File: src/rtl/multicycle_control_fsm_if.sv
// rtl/multicycle_control_fsm_if.sv - control unit <-> datapath/memory signal bundle
interface multicycle_control_fsm_if #(
  parameter int ULACTRL_W = 3,
  parameter int CNT_W     = 32
);
  logic [6:0]           op;
  logic [2:0]           func3;
  logic [6:0]           func7;
  logic                 zero;
  logic                 mem_ready;
  logic                 mem_req;
  logic                 MemWrite;
  logic                 AdrSrc;
  logic                 IRWrite;
  logic                 PCWrite;
  logic                 RegWrite;
  logic [1:0]           ULASrcA;
  logic [1:0]           ULASrcB;
  logic [ULACTRL_W-1:0] ULAControl;
  logic [1:0]           ImmSrc;
  logic [1:0]           ResultSrc;
  logic                 illegal;
  logic [CNT_W-1:0]     retired;

  modport master (
    input  op, func3, func7, zero, mem_ready,
    output mem_req, MemWrite, AdrSrc, IRWrite, PCWrite, RegWrite,
           ULASrcA, ULASrcB, ULAControl, ImmSrc, ResultSrc, illegal, retired
  );

  modport slave (
    output op, func3, func7, zero, mem_ready,
    input  mem_req, MemWrite, AdrSrc, IRWrite, PCWrite, RegWrite,
           ULASrcA, ULASrcB, ULAControl, ImmSrc, ResultSrc, illegal, retired
  );
endinterface

File: src/rtl/multicycle_control_fsm.sv
// rtl/multicycle_control_fsm.sv - Moore control FSM for the multicycle RV32 datapath
module multicycle_control_fsm #(
  parameter int ULACTRL_W = 3,
  parameter int CNT_W     = 32,
  parameter int ENABLE_JR = 1
) (
  input  logic                      clk,
  input  logic                      rst_n,
  multicycle_control_fsm_if.master  bus
);

  localparam logic [6:0] OP_LOAD  = 7'b0000011;
  localparam logic [6:0] OP_STORE = 7'b0100011;
  localparam logic [6:0] OP_R     = 7'b0110011;
  localparam logic [6:0] OP_I     = 7'b0010011;
  localparam logic [6:0] OP_BEQ   = 7'b1100011;
  localparam logic [6:0] OP_JAL   = 7'b1101111;
  localparam logic [6:0] OP_JR    = 7'b1100111;

  localparam logic [ULACTRL_W-1:0] ALU_ADD = ULACTRL_W'(3'b000);
  localparam logic [ULACTRL_W-1:0] ALU_SUB = ULACTRL_W'(3'b001);
  localparam logic [ULACTRL_W-1:0] ALU_AND = ULACTRL_W'(3'b010);
  localparam logic [ULACTRL_W-1:0] ALU_OR  = ULACTRL_W'(3'b011);
  localparam logic [ULACTRL_W-1:0] ALU_SLT = ULACTRL_W'(3'b101);

  typedef enum logic [3:0] {
    S_FETCH, S_DECODE, S_MEMADR, S_MEMREAD, S_MEMWB, S_MEMWRITE,
    S_EXECR, S_EXECI, S_ALUWB, S_BEQ, S_JAL, S_JR, S_TRAP
  } state_t;

  state_t                r_state;
  state_t                w_next;
  logic                  r_is_store;
  logic [ULACTRL_W-1:0]  r_alu_ctrl;
  logic [CNT_W-1:0]      r_retired;

  logic                  w_is_lb, w_is_sb, w_is_r, w_is_i, w_is_beq, w_is_jal, w_is_jr;
  logic [ULACTRL_W-1:0]  w_alu_ctrl;
  logic                  w_retire;
  logic                  w_mem_req, w_mem_write, w_adr_src, w_ir_write, w_pc_write, w_reg_write;
  logic [1:0]            w_src_a, w_src_b, w_imm_src, w_res_src;
  logic [ULACTRL_W-1:0]  w_ula_ctrl;

  // Instruction classification is only consumed in DECODE, where IR already holds the new word.
  always_comb begin
    w_is_lb  = (bus.op == OP_LOAD)  && (bus.func3 == 3'b000);
    w_is_sb  = (bus.op == OP_STORE) && (bus.func3 == 3'b000);
    w_is_r   = (bus.op == OP_R) &&
               (((bus.func3 == 3'b000) && ((bus.func7 == 7'b0000000) || (bus.func7 == 7'b0100000))) ||
                ((bus.func7 == 7'b0000000) &&
                 ((bus.func3 == 3'b111) || (bus.func3 == 3'b110) || (bus.func3 == 3'b010))));
    w_is_i   = (bus.op == OP_I) &&
               ((bus.func3 == 3'b000) || (bus.func3 == 3'b111) || (bus.func3 == 3'b110));
    w_is_beq = (bus.op == OP_BEQ) && (bus.func3 == 3'b000);
    w_is_jal = (bus.op == OP_JAL);
    w_is_jr  = (ENABLE_JR != 0) && (bus.op == OP_JR) && (bus.func3 == 3'b000);

    w_alu_ctrl = ALU_ADD;
    case (bus.func3)
      3'b000:  w_alu_ctrl = ((bus.op == OP_R) && bus.func7[5]) ? ALU_SUB : ALU_ADD;
      3'b111:  w_alu_ctrl = ALU_AND;
      3'b110:  w_alu_ctrl = ALU_OR;
      3'b010:  w_alu_ctrl = ALU_SLT;
      default: w_alu_ctrl = ALU_ADD;
    endcase
  end

  always_ff @(posedge clk or negedge rst_n) begin
    if (!rst_n) begin
      r_state    <= S_FETCH;
      r_is_store <= 1'b0;
      r_alu_ctrl <= ALU_ADD;
      r_retired  <= '0;
    end else begin
      r_state <= w_next;
      if (r_state == S_DECODE) begin
        r_is_store <= w_is_sb;
        r_alu_ctrl <= w_alu_ctrl;
      end
      if (w_retire) begin
        r_retired <= r_retired + CNT_W'(1);
      end
    end
  end

  always_comb begin
    w_next      = r_state;
    w_retire    = 1'b0;
    w_mem_req   = 1'b0;
    w_mem_write = 1'b0;
    w_adr_src   = 1'b0;
    w_ir_write  = 1'b0;
    w_pc_write  = 1'b0;
    w_reg_write = 1'b0;
    w_src_a     = 2'b00;
    w_src_b     = 2'b00;
    w_imm_src   = 2'b00;
    w_res_src   = 2'b00;
    w_ula_ctrl  = ALU_ADD;
    case (r_state)
      S_FETCH: begin
        w_mem_req  = 1'b1;
        w_src_b    = 2'b10;
        w_res_src  = 2'b10;
        w_ir_write = bus.mem_ready;
        w_pc_write = bus.mem_ready;
        if (bus.mem_ready) w_next = S_DECODE;
      end
      S_DECODE: begin
        // ALUOut captures the branch/jump target here for BEQ and JAL.
        w_src_a   = 2'b01;
        w_src_b   = 2'b01;
        w_imm_src = w_is_jal ? 2'b11 : 2'b10;
        if (w_is_lb || w_is_sb) w_next = S_MEMADR;
        else if (w_is_r)        w_next = S_EXECR;
        else if (w_is_i)        w_next = S_EXECI;
        else if (w_is_beq)      w_next = S_BEQ;
        else if (w_is_jal)      w_next = S_JAL;
        else if (w_is_jr)       w_next = S_JR;
        else                    w_next = S_TRAP;
      end
      S_MEMADR: begin
        w_src_a   = 2'b10;
        w_src_b   = 2'b01;
        w_imm_src = r_is_store ? 2'b01 : 2'b00;
        w_next    = r_is_store ? S_MEMWRITE : S_MEMREAD;
      end
      S_MEMREAD: begin
        w_mem_req = 1'b1;
        w_adr_src = 1'b1;
        if (bus.mem_ready) w_next = S_MEMWB;
      end
      S_MEMWB: begin
        w_res_src   = 2'b01;
        w_reg_write = 1'b1;
        w_next      = S_FETCH;
        w_retire    = 1'b1;
      end
      S_MEMWRITE: begin
        w_mem_req   = 1'b1;
        w_adr_src   = 1'b1;
        w_mem_write = 1'b1;
        if (bus.mem_ready) begin
          w_next   = S_FETCH;
          w_retire = 1'b1;
        end
      end
      S_EXECR: begin
        w_src_a    = 2'b10;
        w_ula_ctrl = r_alu_ctrl;
        w_next     = S_ALUWB;
      end
      S_EXECI: begin
        w_src_a    = 2'b10;
        w_src_b    = 2'b01;
        w_ula_ctrl = r_alu_ctrl;
        w_next     = S_ALUWB;
      end
      S_ALUWB: begin
        w_reg_write = 1'b1;
        w_next      = S_FETCH;
        w_retire    = 1'b1;
      end
      S_BEQ: begin
        w_src_a    = 2'b10;
        w_ula_ctrl = ALU_SUB;
        w_pc_write = bus.zero;
        w_next     = S_FETCH;
        w_retire   = 1'b1;
      end
      S_JAL: begin
        w_src_a     = 2'b01;
        w_src_b     = 2'b10;
        w_imm_src   = 2'b11;
        w_pc_write  = 1'b1;
        w_reg_write = 1'b1;
        w_next      = S_FETCH;
        w_retire    = 1'b1;
      end
      S_JR: begin
        w_src_a    = 2'b10;
        w_src_b    = 2'b01;
        w_res_src  = 2'b10;
        w_pc_write = 1'b1;
        w_next     = S_FETCH;
        w_retire   = 1'b1;
      end
      S_TRAP: begin
        w_next = S_TRAP;
      end
      default: begin
        w_next = S_FETCH;
      end
    endcase
  end

  // Strobes are forced low for as long as reset is held, independent of the clock.
  assign bus.mem_req    = w_mem_req   & rst_n;
  assign bus.MemWrite   = w_mem_write & rst_n;
  assign bus.IRWrite    = w_ir_write  & rst_n;
  assign bus.PCWrite    = w_pc_write  & rst_n;
  assign bus.RegWrite   = w_reg_write & rst_n;
  assign bus.AdrSrc     = w_adr_src;
  assign bus.ULASrcA    = w_src_a;
  assign bus.ULASrcB    = w_src_b;
  assign bus.ULAControl = w_ula_ctrl;
  assign bus.ImmSrc     = w_imm_src;
  assign bus.ResultSrc  = w_res_src;
  assign bus.illegal    = (r_state == S_TRAP);
  assign bus.retired    = r_retired;

endmodule

File: src/flat_wrapper.sv
// flat-port wrapper written by rule: the top's interface ports become plain ports
module multicycle_control_fsm_flat 
#(
  parameter int ULACTRL_W = 3,
  parameter int CNT_W     = 32,
  parameter int ENABLE_JR = 1
)
  (clk, rst_n, bus_op, bus_func3, bus_func7, bus_zero, bus_mem_ready, bus_mem_req, bus_MemWrite, bus_AdrSrc, bus_IRWrite, bus_PCWrite, bus_RegWrite, bus_ULASrcA, bus_ULASrcB, bus_ULAControl, bus_ImmSrc, bus_ResultSrc, bus_illegal, bus_retired);
  multicycle_control_fsm_if #(.ULACTRL_W(ULACTRL_W), .CNT_W(CNT_W)) bus_i ();
  input  logic clk;
  input  logic rst_n;
  input wire logic [$bits(bus_i.op)-1:0] bus_op;
  input wire logic [$bits(bus_i.func3)-1:0] bus_func3;
  input wire logic [$bits(bus_i.func7)-1:0] bus_func7;
  input wire logic [$bits(bus_i.zero)-1:0] bus_zero;
  input wire logic [$bits(bus_i.mem_ready)-1:0] bus_mem_ready;
  output wire logic [$bits(bus_i.mem_req)-1:0] bus_mem_req;
  output wire logic [$bits(bus_i.MemWrite)-1:0] bus_MemWrite;
  output wire logic [$bits(bus_i.AdrSrc)-1:0] bus_AdrSrc;
  output wire logic [$bits(bus_i.IRWrite)-1:0] bus_IRWrite;
  output wire logic [$bits(bus_i.PCWrite)-1:0] bus_PCWrite;
  output wire logic [$bits(bus_i.RegWrite)-1:0] bus_RegWrite;
  output wire logic [$bits(bus_i.ULASrcA)-1:0] bus_ULASrcA;
  output wire logic [$bits(bus_i.ULASrcB)-1:0] bus_ULASrcB;
  output wire logic [$bits(bus_i.ULAControl)-1:0] bus_ULAControl;
  output wire logic [$bits(bus_i.ImmSrc)-1:0] bus_ImmSrc;
  output wire logic [$bits(bus_i.ResultSrc)-1:0] bus_ResultSrc;
  output wire logic [$bits(bus_i.illegal)-1:0] bus_illegal;
  output wire logic [$bits(bus_i.retired)-1:0] bus_retired;
  assign bus_i.op = bus_op;
  assign bus_i.func3 = bus_func3;
  assign bus_i.func7 = bus_func7;
  assign bus_i.zero = bus_zero;
  assign bus_i.mem_ready = bus_mem_ready;
  assign bus_mem_req = bus_i.mem_req;
  assign bus_MemWrite = bus_i.MemWrite;
  assign bus_AdrSrc = bus_i.AdrSrc;
  assign bus_IRWrite = bus_i.IRWrite;
  assign bus_PCWrite = bus_i.PCWrite;
  assign bus_RegWrite = bus_i.RegWrite;
  assign bus_ULASrcA = bus_i.ULASrcA;
  assign bus_ULASrcB = bus_i.ULASrcB;
  assign bus_ULAControl = bus_i.ULAControl;
  assign bus_ImmSrc = bus_i.ImmSrc;
  assign bus_ResultSrc = bus_i.ResultSrc;
  assign bus_illegal = bus_i.illegal;
  assign bus_retired = bus_i.retired;
  multicycle_control_fsm #(.ULACTRL_W(ULACTRL_W), .CNT_W(CNT_W), .ENABLE_JR(ENABLE_JR)) u_core (.clk(clk), .rst_n(rst_n), .bus(bus_i));
endmodule
File: config.mk
export PLATFORM = sky130hd
export DESIGN_NAME = multicycle_control_fsm_flat
export DESIGN_NICKNAME = d
export VERILOG_FILES = /design/src/rtl/multicycle_control_fsm_if.sv /design/src/rtl/multicycle_control_fsm.sv /design/src/flat_wrapper.sv
export SDC_FILE = /design/constraint.sdc
export NUM_CORES = 1
export LEC_CHECK = 0
export ABC_AREA = 1
export CORE_MARGIN = 2
export CORE_UTILIZATION = 50
export DETAILED_ROUTE_END_ITERATION = 8
export DONT_BUFFER_PORTS = 1
export GPL_ROUTABILITY_DRIVEN = 0
export PLACE_DENSITY = 0.75
export SLEW_MARGIN = 25
export SYNTH_ARGS = -nofsm -noshare
export SYNTH_HDL_FRONTEND = slang
export SYNTH_SLANG_ARGS = --single-unit
File: constraint.sdc
create_clock -name clk -period 2.4 [get_ports clk]
set_input_delay 0.36 -clock clk [delete_from_list [all_inputs] [get_ports clk]]
set_output_delay 0.36 -clock clk [all_outputs]
set_load 0.01 [all_outputs]
==> run metrics <==
Worst-Margin Slew 0.562 ns; # setup viols final 0; DRC viols 0; outcome finished clean; P_int between 0.001 and 0.0015 W; drt first-iter violations around 210; Peak supply drop 0.413 mV; HPWL Detailed ~5.4 mm; worst clock skew just under 0.006 ns; cell area after synthesis 0.00287 mm2; critical path cell sequence nor2_1 > inv_1 > nor2_1 > inv_1 > o221ai_1; r2r setup slk 0.54 ns; sequential fraction of the synthesis area approximately a third; clock insertion delay at the later pin of the skew report 0.30 ns; CP max FO 7; syn avg cell area 6.37 um2; max incr delay on CP 0.42 ns; total grt overflow 0; CTS clock-pin slew for the worst setup and hold paths about 0.08 ns; vias in the first global route roughly 2700; WP data required around 2 ns; Root Driver clkbuf_8; Core ar. about 0.0055 mm2; top-area cell type share of the netlist area a little over a third; Peak Freq around 0.49 GHz; CTS tree done; H-tree depth 2; Async SR Flop Fraction between 90% and 100%; endpoints failing hold 0; P_leak ~1.5 nW; Synth cell types 29; leading area contributor after synthesis dfrtp_1; layout cells sized above 1 7.24%; Main synth FF type dfrtp_1; first-pass GRT wire length roughly 12 mm; flops & latches, synth 40; Yosys warning total 0; initial antenna violation count 0; CTS buffer count 5; Reg area 0.00100 mm2; CTS sink cnt 40; critical-path cell with the highest stage delay dfrtp_1; setup_tns 0 ns; Area contributors post-synth dfrtp_1 35%, nand2_1 26%, nor2_1 7.7%; fin. max-slew vios 0; largest net degree at the start of global routing between 40 and 50; Die Area ~0.0064 mm2; First-pass DRT Iterations 4; Vias between 2000 and 3000; Tot Pwr 0.00252 W; Period Utilization, post-route a little under nine tenths; Hold Crit Class in -> reg; IO Port Bufs 0; Multi-input gate area roughly 0.0016 mm2; Placement Rows 27; Flop pwr share between 30 and 40%; syn nets about 470; PwrDens 819 mW/mm2; hold slack between 0.2 and 0.25 ns; IO Count between 70 and 80; Switching Fraction between 40% and 50%; crit path DAT around 1.7 ns; max cap viols 0; CTS Buffer Depth 2; Net count, final 477; diodes inserted 0; clock network power share about a quarter; Total Routing Usage GR between 20% and 30%; sw power ~0.0011 W; cts repair resizes 0; CP Capture Type output pin; remaining antenna violation count after routing 0; synthesized instance count 450; Die Y around 80 um; number of synthesized flops with an enable pin 0; Worst setup SP type flip-flop; Vias per Instance roughly 5.3; critical path class reg -> out; Layout area overhead 7.16%; starting density of the core between 50% and 60%; final worst path period need 2.06 ns; Die Span X between 70 and 80 um; hold path start bus_op[5]; RSZ-0062 raised after global routing no; critical path launch point u_core.r_state[2]; total wire length 6.96 mm; relative max-transition margin between 60 and 70%; Wirelength per Cell ~13 um; number of fill cells between 500 and 600; RR Startpoint u_core.bus.retired[0]; Comb pwr share a little under two fifths
==> final cells by class <==
type	instances	share of cell area (%)
Multi-Input combinational cell	356	53.0
Sequential cell	40	32.6
Inverter	48	5.87
Clock buffer	7	3.14
Tap cell	72	2.93
Timing Repair Buffer	4	1.47
Clock inverter	1	0.978
==> sequential cells by signal, summed over array words and instances (netlist names) <==
register,cells
u_core.bus.retired,32
u_core.r_alu_ctrl,3
u_core.r_is_store,1
u_core.r_state,4
==> worst paths after layout <==
kind,depth (start not counted),endpoint
setup / recovery,5,bus_ImmSrc[0]
hold / removal,2,u_core.r_is_store
setup reg to reg,10,u_core.bus.retired[30]
hold reg to reg,2,u_core.r_alu_ctrl[0]
max in group asynchronous,2,u_core.bus.retired[10]
min in group asynchronous,2,u_core.bus.retired[24]
==> cell usage after synthesis (4+ instances only) <==
library cell  instances
nor2_2                7
nor3_1               15
nand2_1             199
xnor2_1               4
a31oi_1               4
xor2_1               13
nand4_1               4
nand3_1              20
nor2_1               59
dfrtp_1              40
nand3b_1             11
inv_1                42
inv_2                 6
==> logic make-up after synthesis <==
group	count (synthesis)	synth area share, %
buffers and inverters	54	8.25
XOR/XNOR	17	5.20
adder cells (fa/ha/maj)	1	0.437
AND/OR/NAND/NOR	324	48.0
AO/OA/AOI/OAI	14	3.19
flip-flops	40	34.9
==> cells in the final DEF, fill, tap and decap left out <==
| cell type | n |
|---|---|
| a211oi_1 | 1 |
| a21oi_1 | 1 |
| a22oi_1 | 1 |
| a31oi_1 | 4 |
| buf_12 | 1 |
| buf_4 | 2 |
| bufinv_16 | 1 |
| clkbuf_8 | 7 |
| dfrtp_1 | 40 |
| dlygate4sd3_1 | 1 |
| ha_1 | 1 |
| inv_1 | 42 |
| inv_2 | 6 |
| nand2_1 | 199 |
| nand2_2 | 3 |
| nand3_1 | 20 |
| nand3b_1 | 11 |
| nand4_1 | 4 |
| nand4_2 | 1 |
| nor2_1 | 59 |
| nor2_2 | 7 |
| nor2_4 | 2 |
| nor3_1 | 15 |
| nor3_2 | 2 |
| o211ai_1 | 1 |
| o21a_1 | 1 |
| o21ai_0 | 3 |
| o221ai_1 | 1 |
| o31ai_1 | 1 |
| or2_2 | 1 |
| xnor2_1 | 4 |
| xor2_1 | 13 |
==> routing by layer <==
layer	share of wire, %	vias to the layer above	track usage (%)	wire [um]
met4	2.1	0	10.2	149
li1	-	1417	-	-
met1	41	1261	27.3	2830
met5	0	-	0	0
met3	7.0	11	7.24	490
met2	50	89	43.4	3490
==> per-stage QoR <==
step	std cells	setup WS, ns	util [%]	instance area [um2]
floorplan	450	0.777	-	2870
global placement	518	0.605	52.9	2910
detailed placement	518	0.555	52.9	2910
CTS	528	0.330	55.8	3070
global route	528	0.176	55.8	3070
finish	528	0.343	55.8	3070
==> power groups by stage <==
stage / Sequential [W] / Clock (W) / Combinational [W]
after global routing: 0.00102 / 0.000646 / 0.00106
after floorplan: 0.000965 / 0 / 0.000812
after CTS: 0.000991 / 0.000614 / 0.000934
final: 0.000990 / 0.000601 / 0.000924
after global placement: 0.00100 / 0 / 0.000889
after detailed placement: 0.00100 / 0 / 0.000913
==> worst max-delay path: cells and delay by family, from the launching register on <==
family	cells	cell delay, ns
compound gates	1	0.30
buf+inv	2	0.24
flops	1	0.42
simple gates	2	0.43
==> what timing repair did <==
action | CTS | global route
buffers inserted | 0 | 0
hold buffers | 2 | 0
endpoints found under the hold margin | 40 | 0
Note: power is estimated with default switching activity, not from simulation.
